--- src/rtl/vga_text_pkg.sv ---
// Shared constants for the 80x30 VGA text controller: reference 640x480@60
// timing, glyph cell geometry and the two colour codes.
package vga_text_pkg;

  localparam int H_TOTAL      = 800;
  localparam int V_TOTAL      = 525;
  localparam int H_SYNC_START = 656;
  localparam int H_SYNC_END   = 751;
  localparam int V_SYNC_START = 490;
  localparam int V_SYNC_END   = 491;

  localparam int CHAR_W = 8;
  localparam int CHAR_H = 16;

  localparam logic [2:0] COLOR_BG = 3'b000;
  localparam logic [2:0] COLOR_FG = 3'b111;

endpackage

--- src/rtl/vga_timing_gen.sv ---
// Pixel-tick divider plus horizontal/vertical counters. Produces the raw
// (unpipelined) active/sync flags and the frame wrap strobe.
module vga_timing_gen
  import vga_text_pkg::*;
#(
  parameter int CLK_DIV  = 2,
  parameter int H_ACTIVE = 640,
  parameter int H_FP     = H_SYNC_START - 640,
  parameter int H_SYNC   = H_SYNC_END - H_SYNC_START + 1,
  parameter int H_BP     = H_TOTAL - 1 - H_SYNC_END,
  parameter int V_ACTIVE = 480,
  parameter int V_FP     = V_SYNC_START - 480,
  parameter int V_SYNC   = V_SYNC_END - V_SYNC_START + 1,
  parameter int V_BP     = V_TOTAL - 1 - V_SYNC_END
) (
  input  logic       clk,
  input  logic       rst_n,
  output logic       tick,
  output logic [9:0] hcount,
  output logic [9:0] vcount,
  output logic       active,
  output logic       hs_raw,
  output logic       vs_raw,
  output logic       frame_wrap,
  output logic       frame_start
);

  localparam int DIV_W = $clog2(CLK_DIV);
  localparam logic [DIV_W-1:0] DIV_LAST = DIV_W'(CLK_DIV - 1);

  localparam logic [9:0] H_LAST     = 10'(H_ACTIVE + H_FP + H_SYNC + H_BP - 1);
  localparam logic [9:0] V_LAST     = 10'(V_ACTIVE + V_FP + V_SYNC + V_BP - 1);
  localparam logic [9:0] H_VIS      = 10'(H_ACTIVE);
  localparam logic [9:0] V_VIS      = 10'(V_ACTIVE);
  localparam logic [9:0] HS_FIRST   = 10'(H_ACTIVE + H_FP);
  localparam logic [9:0] HS_LAST    = 10'(H_ACTIVE + H_FP + H_SYNC - 1);
  localparam logic [9:0] VS_FIRST   = 10'(V_ACTIVE + V_FP);
  localparam logic [9:0] VS_LAST    = 10'(V_ACTIVE + V_FP + V_SYNC - 1);

  logic [DIV_W-1:0] div_cnt;
  logic             h_wrap;
  logic             v_wrap;

  assign tick       = (div_cnt == DIV_LAST);
  assign h_wrap     = (hcount == H_LAST);
  assign v_wrap     = (vcount == V_LAST);
  assign frame_wrap = tick && h_wrap && v_wrap;

  assign active = (hcount < H_VIS) && (vcount < V_VIS);
  assign hs_raw = !((hcount >= HS_FIRST) && (hcount <= HS_LAST));
  assign vs_raw = !((vcount >= VS_FIRST) && (vcount <= VS_LAST));

  // System-clock divider: one pixel tick every CLK_DIV clocks.
  always_ff @(posedge clk or negedge rst_n) begin
    if (!rst_n) begin
      div_cnt <= '0;
    end else if (tick) begin
      div_cnt <= '0;
    end else begin
      div_cnt <= div_cnt + 1'b1;
    end
  end

  // Raster position; vcount advances only when the line wraps.
  always_ff @(posedge clk or negedge rst_n) begin
    if (!rst_n) begin
      hcount <= '0;
      vcount <= '0;
    end else if (tick) begin
      if (h_wrap) begin
        hcount <= '0;
        vcount <= v_wrap ? 10'd0 : vcount + 10'd1;
      end else begin
        hcount <= hcount + 10'd1;
      end
    end
  end

  // One-clock pulse in the clock where the counters first read (0,0).
  always_ff @(posedge clk or negedge rst_n) begin
    if (!rst_n) begin
      frame_start <= 1'b0;
    end else begin
      frame_start <= frame_wrap;
    end
  end

endmodule

--- src/rtl/vga_text_controller.sv ---
// Text-mode VGA controller: three-tick fetch pipeline (text RAM -> font ROM
// -> pixel select), blinking underline cursor and sync/blank alignment.
module vga_text_controller
  import vga_text_pkg::*;
#(
  parameter int CLK_DIV      = 2,
  parameter int H_ACTIVE     = 640,
  parameter int H_FP         = 16,
  parameter int H_SYNC       = 96,
  parameter int H_BP         = 48,
  parameter int V_ACTIVE     = 480,
  parameter int V_FP         = 10,
  parameter int V_SYNC       = 2,
  parameter int V_BP         = 33,
  parameter int COLS         = 80,
  parameter int BLINK_FRAMES = 30
) (
  input  logic        clk,
  input  logic        rst_n,
  output logic [11:0] char_addr,
  input  logic [7:0]  char_data,
  output logic [11:0] font_addr,
  input  logic [7:0]  font_data,
  input  logic [6:0]  cursor_col,
  input  logic [4:0]  cursor_row,
  input  logic        cursor_en,
  output logic [2:0]  color,
  output logic        hsync,
  output logic        vsync,
  output logic        blank_n,
  output logic        frame_start
);

  localparam int CW_BITS = $clog2(CHAR_W);
  localparam int CH_BITS = $clog2(CHAR_H);
  localparam int BLINK_W = (BLINK_FRAMES > 1) ? $clog2(BLINK_FRAMES) : 1;
  localparam logic [BLINK_W-1:0] BLINK_LAST = BLINK_W'(BLINK_FRAMES - 1);
  localparam logic [11:0] COLS_A   = 12'(COLS);
  localparam logic [6:0]  COLS_C   = 7'(COLS);
  localparam logic [5:0]  ROWS_C   = 6'(V_ACTIVE / CHAR_H);
  localparam logic [3:0]  UL_FIRST = 4'(CHAR_H - 2);

  logic       tick;
  logic [9:0] hcount;
  logic [9:0] vcount;
  logic       active;
  logic       hs_raw;
  logic       vs_raw;
  logic       frame_wrap;

  vga_timing_gen #(
    .CLK_DIV  (CLK_DIV),
    .H_ACTIVE (H_ACTIVE),
    .H_FP     (H_FP),
    .H_SYNC   (H_SYNC),
    .H_BP     (H_BP),
    .V_ACTIVE (V_ACTIVE),
    .V_FP     (V_FP),
    .V_SYNC   (V_SYNC),
    .V_BP     (V_BP)
  ) u_timing (
    .clk         (clk),
    .rst_n       (rst_n),
    .tick        (tick),
    .hcount      (hcount),
    .vcount      (vcount),
    .active      (active),
    .hs_raw      (hs_raw),
    .vs_raw      (vs_raw),
    .frame_wrap  (frame_wrap),
    .frame_start (frame_start)
  );

  logic [6:0]         cell_col;
  logic [5:0]         cell_row;
  logic [3:0]         glyph_row;
  logic [2:0]         pix_col;
  logic [11:0]        cell_addr;
  logic               cursor_hit;
  logic [BLINK_W-1:0] blink_cnt;
  logic               blink_phase;

  assign cell_col  = 7'(hcount >> CW_BITS);
  assign cell_row  = 6'(vcount >> CH_BITS);
  assign glyph_row = vcount[3:0];
  assign pix_col   = hcount[2:0];
  assign cell_addr = {6'd0, cell_row} * COLS_A + {5'd0, cell_col};

  // Underline cursor: bottom two glyph rows of the selected cell, lit only
  // in the "on" blink phase. Out-of-range cursor positions never match.
  assign cursor_hit = cursor_en && blink_phase
                      && (cursor_col < COLS_C) && ({1'b0, cursor_row} < ROWS_C)
                      && (cell_col == cursor_col) && (cell_row == {1'b0, cursor_row})
                      && (glyph_row >= UL_FIRST);

  // Blink phase flips every BLINK_FRAMES frame wraps.
  always_ff @(posedge clk or negedge rst_n) begin
    if (!rst_n) begin
      blink_cnt   <= '0;
      blink_phase <= 1'b0;
    end else if (frame_wrap) begin
      if (blink_cnt == BLINK_LAST) begin
        blink_cnt   <= '0;
        blink_phase <= ~blink_phase;
      end else begin
        blink_cnt <= blink_cnt + 1'b1;
      end
    end
  end

  logic [2:0] s1_hlo;
  logic [3:0] s1_vlo;
  logic       s1_active;
  logic       s1_hs;
  logic       s1_vs;
  logic       s1_cursor;

  // Stage 1: issue the text RAM address and capture the per-pixel context.
  always_ff @(posedge clk or negedge rst_n) begin
    if (!rst_n) begin
      char_addr <= '0;
      s1_hlo    <= '0;
      s1_vlo    <= '0;
      s1_active <= 1'b0;
      s1_hs     <= 1'b1;
      s1_vs     <= 1'b1;
      s1_cursor <= 1'b0;
    end else if (tick) begin
      char_addr <= cell_addr;
      s1_hlo    <= pix_col;
      s1_vlo    <= glyph_row;
      s1_active <= active;
      s1_hs     <= hs_raw;
      s1_vs     <= vs_raw;
      s1_cursor <= cursor_hit;
    end
  end

  logic [2:0] s2_hlo;
  logic       s2_active;
  logic       s2_hs;
  logic       s2_vs;
  logic       s2_cursor;

  // Stage 2: character code is back from text RAM; issue the font ROM address.
  always_ff @(posedge clk or negedge rst_n) begin
    if (!rst_n) begin
      font_addr <= '0;
      s2_hlo    <= '0;
      s2_active <= 1'b0;
      s2_hs     <= 1'b1;
      s2_vs     <= 1'b1;
      s2_cursor <= 1'b0;
    end else if (tick) begin
      font_addr <= {char_data, s1_vlo};
      s2_hlo    <= s1_hlo;
      s2_active <= s1_active;
      s2_hs     <= s1_hs;
      s2_vs     <= s1_vs;
      s2_cursor <= s1_cursor;
    end
  end

  // Stage 3: pick the glyph bit (bit 7 leftmost) and register all outputs together.
  always_ff @(posedge clk or negedge rst_n) begin
    if (!rst_n) begin
      color   <= COLOR_BG;
      hsync   <= 1'b1;
      vsync   <= 1'b1;
      blank_n <= 1'b0;
    end else if (tick) begin
      color   <= (s2_active && (font_data[3'd7 - s2_hlo] || s2_cursor)) ? COLOR_FG : COLOR_BG;
      hsync   <= s2_hs;
      vsync   <= s2_vs;
      blank_n <= s2_active;
    end
  end

endmodule

--- config.mk ---
export PLATFORM = sky130hd
export DESIGN_NAME = vga_text_controller
export DESIGN_NICKNAME = d
export VERILOG_FILES = /design/src/rtl/vga_text_pkg.sv /design/src/rtl/vga_timing_gen.sv /design/src/rtl/vga_text_controller.sv
export SDC_FILE = /design/constraint.sdc
export NUM_CORES = 1
export LEC_CHECK = 0
export ABC_CLOCK_PERIOD_IN_PS = 3400
export CORE_MARGIN = 10
export CORE_UTILIZATION = 53
export DETAILED_ROUTE_END_ITERATION = 10
export MAX_ROUTING_LAYER = met4
export PLACE_DENSITY_LB_ADDON = 0.25
export SYNTH_ARGS = -nofsm -noshare
export SYNTH_HDL_FRONTEND = slang
export SYNTH_SLANG_ARGS = --single-unit
--- constraint.sdc ---
create_clock -name clk -period 3.4 [get_ports clk]
set_clock_uncertainty 0.05 [all_clocks]
set_input_delay 0.68 -clock clk [delete_from_list [all_inputs] [get_ports clk]]
set_output_delay 0.68 -clock clk [all_outputs]
set_load 0.005 [all_outputs]
Yosys cells after proc, flatten, opt, wreduce, memory -nomap -nowiden
Index checks and enable logic that the tools add are counted.
- eq/ne operators: 5
- mux-type cells: 7
- bitwise logic cells: 1
- reductions and logical operators: 17
- $mul: 1
- $add $sub $neg: 6
- order comparisons: 10
- operators with widths (cell ; number):
    10-bit by 1-bit adder with 10-bit output, second input constant ; 2
    10-bit == test, second input constant ; 2
    10-bit two-way mux ; 2
    12-bit by 7-bit adder with 12-bit output ; 1
    1-bit logical AND ; 12
    10-bit >= comparator, second input constant ; 1
    10-bit by 9-bit >= comparator with 1-bit output, second input constant ; 1
    10-bit <= comparator, second input constant ; 1
    10-bit by 9-bit <= comparator with 1-bit output, second input constant ; 1
    10-bit < comparator, second input constant ; 1
    10-bit by 9-bit < comparator with 1-bit output, second input constant ; 1
    6-bit by 3-bit multiplier with 8-bit output, second input constant ; 1
    7-bit == test ; 1
    7-bit < comparator, second input constant ; 1
    6-bit by 5-bit == test with 1-bit output ; 1
    5-bit by 1-bit adder with 5-bit output, second input constant ; 1
    5-bit == test, second input constant ; 1
    5-bit < comparator, second input constant ; 1
    5-bit two-way mux ; 1
    4-bit >= comparator, second input constant ; 1
    3-bit by 4-bit < comparator with 1-bit output, second input constant ; 1
    2-bit AND reduction ; 2
    1-bit binary-select mux with 3-bit select ; 1
    3-bit two-way mux ; 1
    6 further kinds ; 8
- input port bits: 31
- register bits after elaboration: 76

Longest topological paths before layout
- depth after elaboration: 6
- depth in mapped cells: 8
- mapped depth without buffers: 8

Hierarchy
Synthesis repeated with hierarchy kept, for this count alone.
- cells, all modules: 326
- area, all modules: 3756.1 µm²
- by module, submodules not included (module ; cells an instance ; instances ; seq. area each (µm²) ; area each (µm²)):
    vga_text_controller ; 205 ; 1 ; 1308.8 ; 2571.2
    vga_timing_gen ; 121 ; 1 ; 550.5 ; 1184.9

Worst setup path before layout
No wires, ideal clock.
- kind: register -> register
- start point: reg u_timing.vcount[5]
- end point: reg char_addr[11]
- stages on the path, launching flop included: 9
- setup slack: 1.005 ns
- library setup time: 0.136 ns
- path buffers: 0
- data required time: 3.214 ns
- data arrival time: 2.209 ns
- cells stage by stage: dfrtp_1 -> ha_1 -> ha_1 -> fa_1 -> xor2_1 -> nand3_1 -> nor4_1 -> xnor2_1 -> a21oi_1
- word-level cells in the longest chain between the ends: 2
- RTL lines (element ; RTL line ; source):
    start, declared ; vga_timing_gen.sv:20 ; output logic [9:0] vcount,
    start signal, assigned ; vga_timing_gen.sv:72 ; vcount <= v_wrap ? 10'd0 : vcount + 10'd1;
    6-bit by 3-bit multiplier with 8-bit output ; vga_text_controller.sv:87 ; assign cell_addr = {6'd0, cell_row} * COLS_A + {5'd0, cell_col};
    12-bit by 7-bit adder with 12-bit output ; vga_text_controller.sv:87 ;
    end signal, assigned ; vga_text_controller.sv:129 ; char_addr <= cell_addr;
    end, declared ; vga_text_controller.sv:20 ; output logic [11:0] char_addr,
Every way passes these cells.
A chain may end at the register's enable or synchronous reset.

Final worst setup path
Same ends and word-level chain as after synthesis.

==> reports/metrics.yaml <==
clockPowerShare_pct: 43.4
hpwl_um: 5370
start_util_pct: 54.4
rr_startpoint: "u_timing.vcount[5]"
power.total_mw: 1.72
die_y_um: 103
status: "completed"
synth_ff_type: "dfrtp_1"
final_area_um2: 4600
r2r_end: "char_addr[11]"
h-tree-depth: 3
grt_setup_unrepaired: "no"
r2r_cells: 8
finalCritPeriodShare_pct: 77.4
synth_seq_cells: 74
route.detailed.drc: 0
crit_fanout: 9
hp-class: "input pin to asynchronous set/reset pin"
cts_resized: 0
crit_arrival_ns: 2.79
post_cts_buffers: 0
antenna_found_initial: 0
dpl-instance-area_um2: 4380
fmax_mhz: 380
ant_nets: 0
ys_async_sr_fraction_pct: 100
cap_violations: 0
hold-worst-slack_ns: 0.409
diodes: 0
switchingPower_mw: 0.364
finalWirelength_um: 7440
layout-drive-gt1-share_pct: 16.8
cts_tree: "built"
grt_usage_pct: 15.5
syn-num-nets: 372
drv_slew: 0
globalRouteOverflowTotal: 0
switching_share_pct: 21.2
num-fill-cells: 520
ctsHoldBuffers: 0
layoutNonFillerInstCount: 483
via_per_inst: 5.28
tightest_slew_ns: 0.918
cts-buffers-inserted: 9
maxSlewHeadroom_pct: 38.8
p_int_mw: 1.35
clock_tree.root_cell: "clkbuf_8"
timing_hold_violations_final: 0
finalNetCount: 433
finish.utilization_pct: 67.7
endpoint_kind: "register"
cp_data_required_time_ns: 3.55
io_pins: 62
vias: 2548
cts_sinks: 74
clkLatencyLatePin_ns: 0.35
cts.clk_slew.worst_paths_ns: 0.08
ys.warnings.count: 0
die_area_um2: 10700
syn_area_per_cell_um2: 11.5
pre_cts_slack_ns: 0.792
synthCells: 321
pwr-share-comb_pct: 4.8
seq_area_um2: 1860
yosysUniqueCellTypes: 45
finalSetupViolCount: 0
synth_edf_count: 0
first_pass_iters: 5
p_leak_nw: 2.08
netlist_area_um2: 3690
grt_pass1_vias: 2647
critPathKind: "register to register"
clk_path_buf_depth: 2
port_buffers: 61
area_delta_synth_final_pct: 24.5
rrSetupSlack_ns: 0.77
start_kind: "register"
seq_power_share_pct: 51.8
core_area_um2: 6790
dp_cells: 467
gp_congestion: 0.861
grt_start_max_net_pins: 75
critPathLaunch: "u_timing.vcount[5]"
die_w_um: 103
ys_seq_area_share_pct: 50.3
row_count: 30
worst_slack_ns: 0.769
grt_pass1_wl_um: 12600
powerDensity_nw_per_um2: 373
fin_tns_setup_ns: 0
multi_input_area_um2: 1730
fin_crit_ns: 2.63
drt_iter0_drc: 83
ir_drop_uv: 277
routedWlPerCell_um: 15.4
-- cell usage in the layout, fill, tap and decap left out, types with 3 or more instances in the layout --
cell type and count:
dfrtp_1 67, clkdlybuf4s50_1 60, mux2_2 34, nor2_1 26, xnor2_1 21, nand2_1 20
ha_1 18, xor2_1 13, nand3_1 11, a21oi_1 11, o21ai_0 11, inv_1 10
clkbuf_8 9, and3_1 8, nand4_1 6, dfstp_2 6, nor4_1 5, nand2b_1 3
nor3_1 3, a21o_1 3, buf_4 3
-- area by class of cell --
cell class | count | share of cell area, %
Sequential cell | 74 | 40.5
Multi-Input combinational cell | 223 | 37.7
Timing Repair Buffer | 63 | 13.6
Clock buffer | 10 | 2.78
Tap cell | 96 | 2.61
Clock inverter | 6 | 1.96
Inverter | 11 | 0.925
-- synth_stat cells, types with 5 or more instances --
library cell | number | area (um^2)
a21oi_1 | 11 | 55.1
and3_1 | 8 | 50.1
buf_1 | 5 | 18.8
dfrtp_1 | 68 | 1700
dfstp_2 | 6 | 158
ha_1 | 18 | 225
inv_1 | 10 | 37.5
mux2_2 | 34 | 383
nand2_1 | 20 | 75.1
nand3_1 | 11 | 55.1
nand4_1 | 6 | 37.5
nor2_1 | 26 | 97.6
nor4_1 | 5 | 31.3
o21ai_0 | 11 | 55.1
xnor2_1 | 21 | 184
xor2_1 | 13 | 114
-- critical path, stage by stage, from the launching register on --
cell,delay (ns)
dfrtp_1,0.51
ha_1,0.35
ha_1,0.23
fa_1,0.40
xor2_1,0.24
nand3_1,0.13
nor4_1,0.34
xnor2_1,0.18
a21oi_1,0.08
-- power groups by stage --
stage	registers [mW]	logic, mW	clock network (mW)
2_1_floorplan	0.906	0.0149	0
6_report	0.888	0.0822	0.745
3_3_place_gp	0.905	0.0831	0
5_1_grt	0.889	0.0901	0.808
4_1_cts	0.888	0.0850	0.765
3_5_place_dp	0.905	0.0844	0
-- worst max path at each step --
stage                               end  slack, ns  cells after the start
final                     char_addr[11]       0.77                      8
after global routing      char_addr[11]       0.59                      8
after CTS                 char_addr[11]       0.79                      8
after detailed placement  char_addr[11]       0.79                      8
after global placement    char_addr[11]       0.89                      8
after floorplan           char_addr[11]       1.00                      8
-- cell families after synthesis --
group / share of synthesized area (%)
multiplexers: 11.9
buffers and inverters: 2.74
XOR/XNOR: 8.06
AND/OR/NAND/NOR: 13.9
AO/OA/AOI/OAI: 5.96
flip-flops: 50.3
adder cells (fa/ha/maj): 7.18
-- metal layers --
metal / wire length (um) / GRT usage (%) / up-vias
li1: - / - / 1248
met1: 3300 / 18.5 / 1235
met2: 3620 / 24.5 / 53
met3: 385 / 3.72 / 12
met4: 135 / 6.84 / 0
met5: 0 / - / -
-- registers in the layout (all words and copies together) (netlist names), 3 cells and up --
| signal | cells |
|---|---|
| s2_hlo | 3 |
| char_addr | 12 |
| font_addr | 12 |
| s1_vlo | 4 |
| s1_hlo | 3 |
| u_timing.vcount | 10 |
| blink_cnt | 5 |
| u_timing.hcount | 10 |
(Power assumes the default switching activity.)
